## src/rtl/dmem_arbiter.sv

```systemverilog
// dmem_arbiter: two-master arbiter for the single-port data memory.
//   Port 0 (core load/store) and port 1 (auxiliary master) compete for one
//   memory port. One request is granted per cycle and steered onto o_mem_*.
//   Read data (1-cycle latency) is routed back to the issuing master.
//   Port 1 has bounded starvation (STARVE_LIMIT) and can lock the memory
//   for bursts via i_m1_lock.
// Ports:
//   i_clk, i_rst            clock, synchronous active-high reset
//   i_mX_req/addr/wdata/
//   i_mX_wstrb/we           per-master request (X = 0, 1)
//   i_m1_lock               port 1 keeps ownership after its grant
//   o_mX_gnt                combinational grant
//   o_mX_rvalid/rdata       read return, one cycle after a load grant
//   o_m0_stall              core request not granted this cycle
//   o_mem_*                 memory command, i_mem_rdata read data
// Configuration macro:
//   DMEM_ARB_RR_EN          round-robin conflict resolution (default: port 0 wins)
module dmem_arbiter #(
    parameter int unsigned XLEN         = 32,
    parameter int unsigned BYTE_WIDTH   = 8,
    parameter int unsigned STARVE_LIMIT = 8
) (
    input  logic                       i_clk,
    input  logic                       i_rst,
    input  logic                       i_m0_req,
    input  logic [XLEN-1:0]            i_m0_addr,
    input  logic [XLEN-1:0]            i_m0_wdata,
    input  logic [XLEN/BYTE_WIDTH-1:0] i_m0_wstrb,
    input  logic                       i_m0_we,
    input  logic                       i_m1_req,
    input  logic [XLEN-1:0]            i_m1_addr,
    input  logic [XLEN-1:0]            i_m1_wdata,
    input  logic [XLEN/BYTE_WIDTH-1:0] i_m1_wstrb,
    input  logic                       i_m1_we,
    input  logic                       i_m1_lock,
    output logic                       o_m0_gnt,
    output logic                       o_m0_rvalid,
    output logic [XLEN-1:0]            o_m0_rdata,
    output logic                       o_m0_stall,
    output logic                       o_m1_gnt,
    output logic                       o_m1_rvalid,
    output logic [XLEN-1:0]            o_m1_rdata,
    output logic                       o_mem_en,
    output logic                       o_mem_we,
    output logic [XLEN-1:0]            o_mem_addr,
    output logic [XLEN-1:0]            o_mem_wdata,
    output logic [XLEN/BYTE_WIDTH-1:0] o_mem_wstrb,
    input  logic [XLEN-1:0]            i_mem_rdata
);

    localparam int unsigned CNT_W = 8;

    typedef enum logic {
        ARB_IDLE   = 1'b0,
        ARB_LOCKED = 1'b1
    } arb_state_e;

    arb_state_e       state_q, state_d;
    logic [CNT_W-1:0] starve_cnt_q, starve_cnt_d;
    logic             rd_pending_q, rd_pending_d;
    logic             rd_owner_q, rd_owner_d;
    logic             gnt0_c, gnt1_c;
    logic             starved_c;

`ifdef DMEM_ARB_RR_EN
    // 1 = port 1 was granted most recently; reset value lets port 0 win first
    logic             rr_last1_q, rr_last1_d;
`endif

    assign starved_c = (starve_cnt_q == CNT_W'(STARVE_LIMIT));

    // State register
    always_ff @(posedge i_clk) begin
        if (i_rst) begin
            state_q <= ARB_IDLE;
        end else begin
            state_q <= state_d;
        end
    end

    // Next-state: lock entry on a locked port 1 grant, exit when lock drops
    always_comb begin
        state_d = state_q;
        case (state_q)
            ARB_IDLE:   if (gnt1_c && i_m1_lock) state_d = ARB_LOCKED;
            ARB_LOCKED: if (!i_m1_lock)          state_d = ARB_IDLE;
            default:    state_d = ARB_IDLE;
        endcase
    end

    // Grant outputs, gated by reset
    always_comb begin
        gnt0_c = 1'b0;
        gnt1_c = 1'b0;
        if (!i_rst) begin
            if (state_q == ARB_LOCKED) begin
                gnt1_c = i_m1_req;
            end else if (starved_c && i_m1_req) begin
                gnt1_c = 1'b1;
            end else if (i_m0_req && i_m1_req) begin
`ifdef DMEM_ARB_RR_EN
                gnt0_c = rr_last1_q;
                gnt1_c = ~rr_last1_q;
`else
                gnt0_c = 1'b1;
`endif
            end else begin
                gnt0_c = i_m0_req;
                gnt1_c = i_m1_req;
            end
        end
    end

    // Memory steering and next values of the bookkeeping registers
    always_comb begin
        o_mem_en     = gnt0_c | gnt1_c;
        o_mem_we     = 1'b0;
        o_mem_addr   = '0;
        o_mem_wdata  = '0;
        o_mem_wstrb  = '0;
        if (gnt0_c) begin
            o_mem_we    = i_m0_we;
            o_mem_addr  = i_m0_addr;
            o_mem_wdata = i_m0_wdata;
            o_mem_wstrb = i_m0_wstrb;
        end else if (gnt1_c) begin
            o_mem_we    = i_m1_we;
            o_mem_addr  = i_m1_addr;
            o_mem_wdata = i_m1_wdata;
            o_mem_wstrb = i_m1_wstrb;
        end

        starve_cnt_d = starve_cnt_q;
        if (!i_m1_req || gnt1_c) begin
            starve_cnt_d = '0;
        end else if (!starved_c) begin
            starve_cnt_d = starve_cnt_q + CNT_W'(1);
        end

        rd_pending_d = o_mem_en & ~o_mem_we;
        rd_owner_d   = gnt1_c;

`ifdef DMEM_ARB_RR_EN
        rr_last1_d = rr_last1_q;
        if (gnt1_c) begin
            rr_last1_d = 1'b1;
        end else if (gnt0_c) begin
            rr_last1_d = 1'b0;
        end
`endif
    end

    always_ff @(posedge i_clk) begin
        if (i_rst) begin
            starve_cnt_q <= '0;
            rd_pending_q <= 1'b0;
            rd_owner_q   <= 1'b0;
        end else begin
            starve_cnt_q <= starve_cnt_d;
            rd_pending_q <= rd_pending_d;
            rd_owner_q   <= rd_owner_d;
        end
    end

`ifdef DMEM_ARB_RR_EN
    always_ff @(posedge i_clk) begin
        if (i_rst) begin
            rr_last1_q <= 1'b1;
        end else begin
            rr_last1_q <= rr_last1_d;
        end
    end
`endif

    assign o_m0_gnt    = gnt0_c;
    assign o_m1_gnt    = gnt1_c;
    assign o_m0_stall  = i_m0_req & ~gnt0_c & ~i_rst;
    // A load pending across a reset edge is dropped by the reset gating here
    assign o_m0_rvalid = rd_pending_q & ~rd_owner_q & ~i_rst;
    assign o_m1_rvalid = rd_pending_q &  rd_owner_q & ~i_rst;
    assign o_m0_rdata  = o_m0_rvalid ? i_mem_rdata : '0;
    assign o_m1_rdata  = o_m1_rvalid ? i_mem_rdata : '0;

endmodule

```

## config.mk

```make
export PLATFORM = sky130hd
export DESIGN_NAME = dmem_arbiter
export DESIGN_NICKNAME = d
export VERILOG_FILES = /design/src/rtl/dmem_arbiter.sv
export SDC_FILE = /design/constraint.sdc
export NUM_CORES = 1
export LEC_CHECK = 0
export CAP_MARGIN = 20
export CORE_AREA = 2 2 124 126
export CTS_CLUSTER_SIZE = 8
export DETAILED_ROUTE_END_ITERATION = 12
export DIE_AREA = 0 0 126 128
export SYNTH_ARGS = -nofsm -noshare
export SYNTH_HDL_FRONTEND = slang
export SYNTH_SLANG_ARGS = --single-unit
```

## constraint.sdc

```tcl
create_clock -name i_clk -period 1.9 [get_ports i_clk]
set_input_delay 0.38 -clock i_clk [delete_from_list [all_inputs] [get_ports i_clk]]
set_output_delay 0.38 -clock i_clk [all_outputs]
set_load 0.005 [all_outputs]
```

==> impl_metrics.csv <==
group,metric,value,unit
placement,dpl.hpwl,10.4,mm
placement,place.gp.congestion,0.819,
synth,synth_fa_ha_area_share,1.38,%
worst_setup_path,crit_path_start_kind,"flop",
sta,fin_crit_sh,126,%
cells_and_area,syn_to_final_growth,214,%
run_status,violations,"setup timing",
cells_and_area,nNetsFinal,756,
synth,ys_seq_elements,11,
worst_setup_path,timing.rr.end,"rd_pending_q",
drt,vias_per_cell,4.43,
drt,wire_per_inst,19.1,µm
die,start_util,12.2,%
power_and_ir_drop,total_power,1.67,mW
sta,slew_headroom,56.4,%
drt,wl,14.7,mm
sta,setup_viol,76,
synth,synth_area,1810,µm²
drt,drtIter0Drc,156,
synth,ys.warnings.count,0,
sta,worst_pin_slew,651,ps
clocking,clk_pin_slew,40,ps
synth,synth_xor_area_share,1.45,%
worst_setup_path,critPathRequiredTime,1520,ps
clocking,clockRootBuffer,"clkbuf_16",
worst_setup_path,max_stage_delay,540,ps
drt,drt_pass1_iterations,4,
worst_setup_path,cp_cell_sequence,"or4b_4, o21a_4, buf_6, clkbuf_16, a32o_1, buf_2",
global_route,grt_pass1_wl,20.3,mm
global_route,grt_pass1_vias,3355,
clocking,htree_levels,1,
cells_and_area,seqCellArea,224,µm²
die,pin_count,314,
synth,synth.top_cell.area_share,37.6,%
synth,synth_top_family_by_area,"compound AO/OA/AOI/OAI gates",
drt,route.detailed.drc,0,
cells_and_area,fin_util,38.2,%
sta,period_needed,2390,ps
cells_and_area,finish.instance_area,5670,µm²
clocking,cts_buffers,3,
power_and_ir_drop,powerDensity,294,nW/µm²
synth,synth_compound_area_share,42.9,%
die,core-area,14900,µm²
drt,vias,3391,
power_and_ir_drop,peakVddDrop,0.000309,V
cells_and_area,diodes,0,
clocking,clk_latency,240,ps
sta,hold_viol,0,
sta,fmaxAchievable,418,MHz
worst_setup_path,crit_arrival,2010,ps
sta,drv_slew,0,
die,die_w,126,µm
worst_hold_path,hold_start,"starve_cnt_q[0]",
worst_setup_path,ff2ff_path_depth,10,
worst_setup_path,worstSetupPathType,"flop to output port",
worst_hold_path,hp-class,"flop to flop",
synth,yosys.area.top_type,"a32o_1",
synth,synthTopCellsByArea,"a32o_1, and2_1, dfxtp_1",
worst_setup_path,reg2reg_from,"starve_cnt_q[1]",
worst_setup_path,crit_fanout,8,
synth,ys_types,31,
sta,final.setup_skew,1.47,ps
drt,ant_nets,0,
cells_and_area,fillers,1505,
worst_setup_path,reg2reg_slack,130,ps
die,die_h,128,µm
die,dieArea,16100,µm²
synth,syn_area_per_cell,8.11,µm²
synth,synth.net_count,400,
global_route,grt_max_degree,33,
sta,finalWorstSetupSlack,-495,ps
worst_hold_path,hold_end,"starve_cnt_q[0]",
synth,synthMuxAreaShare,0,%
run_status,outcome,"finished, violations left",
worst_setup_path,critPathSlowestCell,"or4b_4",
synth,synth-seq-area-share,12.2,%
power_and_ir_drop,p_leak,2.57,nW
clocking,cts_tree,"built",
die,rows,45,
synth,yosys.area_share.simple,31.0,%
sta,rsz0062_at_grt,"yes",
clocking,cts_buffer_depth,2,
clocking,cts.sinks,11,
global_route,gr-total-overflow,0,
run,maxCapViolations,0,
global_route,antenna_found_initial,1,
cells_and_area,drive_gt1_share,37.0,%
synth,syn_inst,223,
worst_setup_path,worst_setup_path_end_kind,"output port",
worst_hold_path,holdPathStages,2,
placement,portBuffers,313,
sta,whs,557,ps
global_route,gr-usage-all-layers,15.9,%
cells_and_area,multiInputGateArea,1520,µm²
placement,postPlaceCellArea,5330,µm²
[logic make-up (layout without fill, tap and decap cells)]
kind of cell             count (synthesis)  after routing
XOR/XNOR                                 3              3
adder cells (fa/ha/maj)                  2              2
AND/OR/NAND/NOR                         90             90
AO/OA/AOI/OAI                           82             82
buffers and inverters                   35            390
flip-flops                              11             11
[registers in the layout, summed over array words and instances (netlist names)]
register,count
starve_cnt_q,8
rd_pending_q,1
rd_owner_q,1
state_q,1
[cells in the mapped netlist, drive strengths merged]
library cell and count:
a32o 68, and2 66, buf 16, clkbuf 13, dfxtp 11, inv 6, nor2 5, o21ai 5
nand3 4, or3 4, a21oi 3, nor3b 3, and3 2, ha 2, nor2b 2, xor2 2
a311oi 1, a31o 1, a41o 1, nand2 1, nand4 1, nand4bb 1, o211a 1, o211ai 1
o21a 1, or4b 1, xnor2 1
[area by class of cell]
cell class | instances | area share, %
Sequential cell | 11 | 3.95
Tap cell | 188 | 4.15
Clock buffer | 4 | 1.39
Inverter | 6 | 0.441
Multi-Input combinational cell | 177 | 26.8
Timing Repair Buffer | 380 | 63.2
[metrics by stage]
stage                     TNS, ps  setup slack, ps  instances
after detailed placement  -104150             -955        719
after CTS                  -37110             -677        753
after global routing       -32910             -543        766
final                      -29380             -495        766
after floorplan                 0             19.0        223
after global placement    -103290             -952        719
[power by group]
| part | leakage [nW] | internal (mW) | switching [mW] | total, mW |
|---|---|---|---|---|
| Combinational | 2.44 | 0.683 | 0.355 | 1.04 |
| Clock | 0.0382 | 0.282 | 0.108 | 0.391 |
| Sequential | 0.0906 | 0.237 | 0.00372 | 0.241 |
| Total | 2.57 | 1.20 | 0.467 | 1.67 |
[per-layer routing]
layer | share of wire, % | global-route usage (%)
met1 | 39 | 18.5
met2 | 54 | 31.4
met3 | 6.3 | 3.05
met4 | 0.56 | 1.03
met5 | 0.089 | 0
[worst max path at each step]
stage / from / endpoint / slack (ps)
floorplan: starve_cnt_q[4] / o_mem_addr[23] / 20
global placement: i_m1_req / o_mem_addr[2] / -950
detailed placement: i_m1_req / o_m0_stall / -960
CTS: starve_cnt_q[4] / o_mem_wdata[22] / -680
global route: starve_cnt_q[7] / o_mem_wdata[0] / -540
finish: starve_cnt_q[7] / o_mem_wdata[0] / -490
[cell usage in the layout (no fill, tap or decap), types with 2 or more instances in the layout]
cell             synthesis  final
a21oi_1                  3      3
a32o_1                  68     64
a32o_2                   0      4
and2_1                  66     55
and2_4                   0     11
buf_12                   0     12
buf_16                   0      5
buf_2                    7     39
buf_4                    0     25
buf_6                    8     29
buf_8                    0      6
clkbuf_16                0      8
clkbuf_2                 0     55
clkdlybuf4s15_1          0      7
clkdlybuf4s50_1          0    171
dfxtp_1                 11      8
dfxtp_2                  0      3
dlygate4sd2_1            0     26
inv_1                    6      3
inv_2                    0      2
nand3_1                  4      4
nor2_1                   5      5
nor2b_4                  0      2
nor3b_2                  1      2
o21ai_0                  4      3
or3_1                    4      3
xor2_1                   2      2
[worst max-delay path, delay by kind of cell (launching register included)]
family / cells / cell delay [ps]
and+or+nand+nor: 1 / 540
AOI/OAI and AO/OA: 2 / 490
DFF: 1 / 320
buffers and inverters: 3 / 420
[timing repair]
action / CTS / global route
resized for setup: 316 / 167
endpoints found under the setup margin: 139 / 124
pin swaps: 10 / 24
hold buffers: 0 / 0
setup buffers: 22 / 13
gates cloned: 8 / 7
No activity file was read; power rests on OpenSTA's default activity.
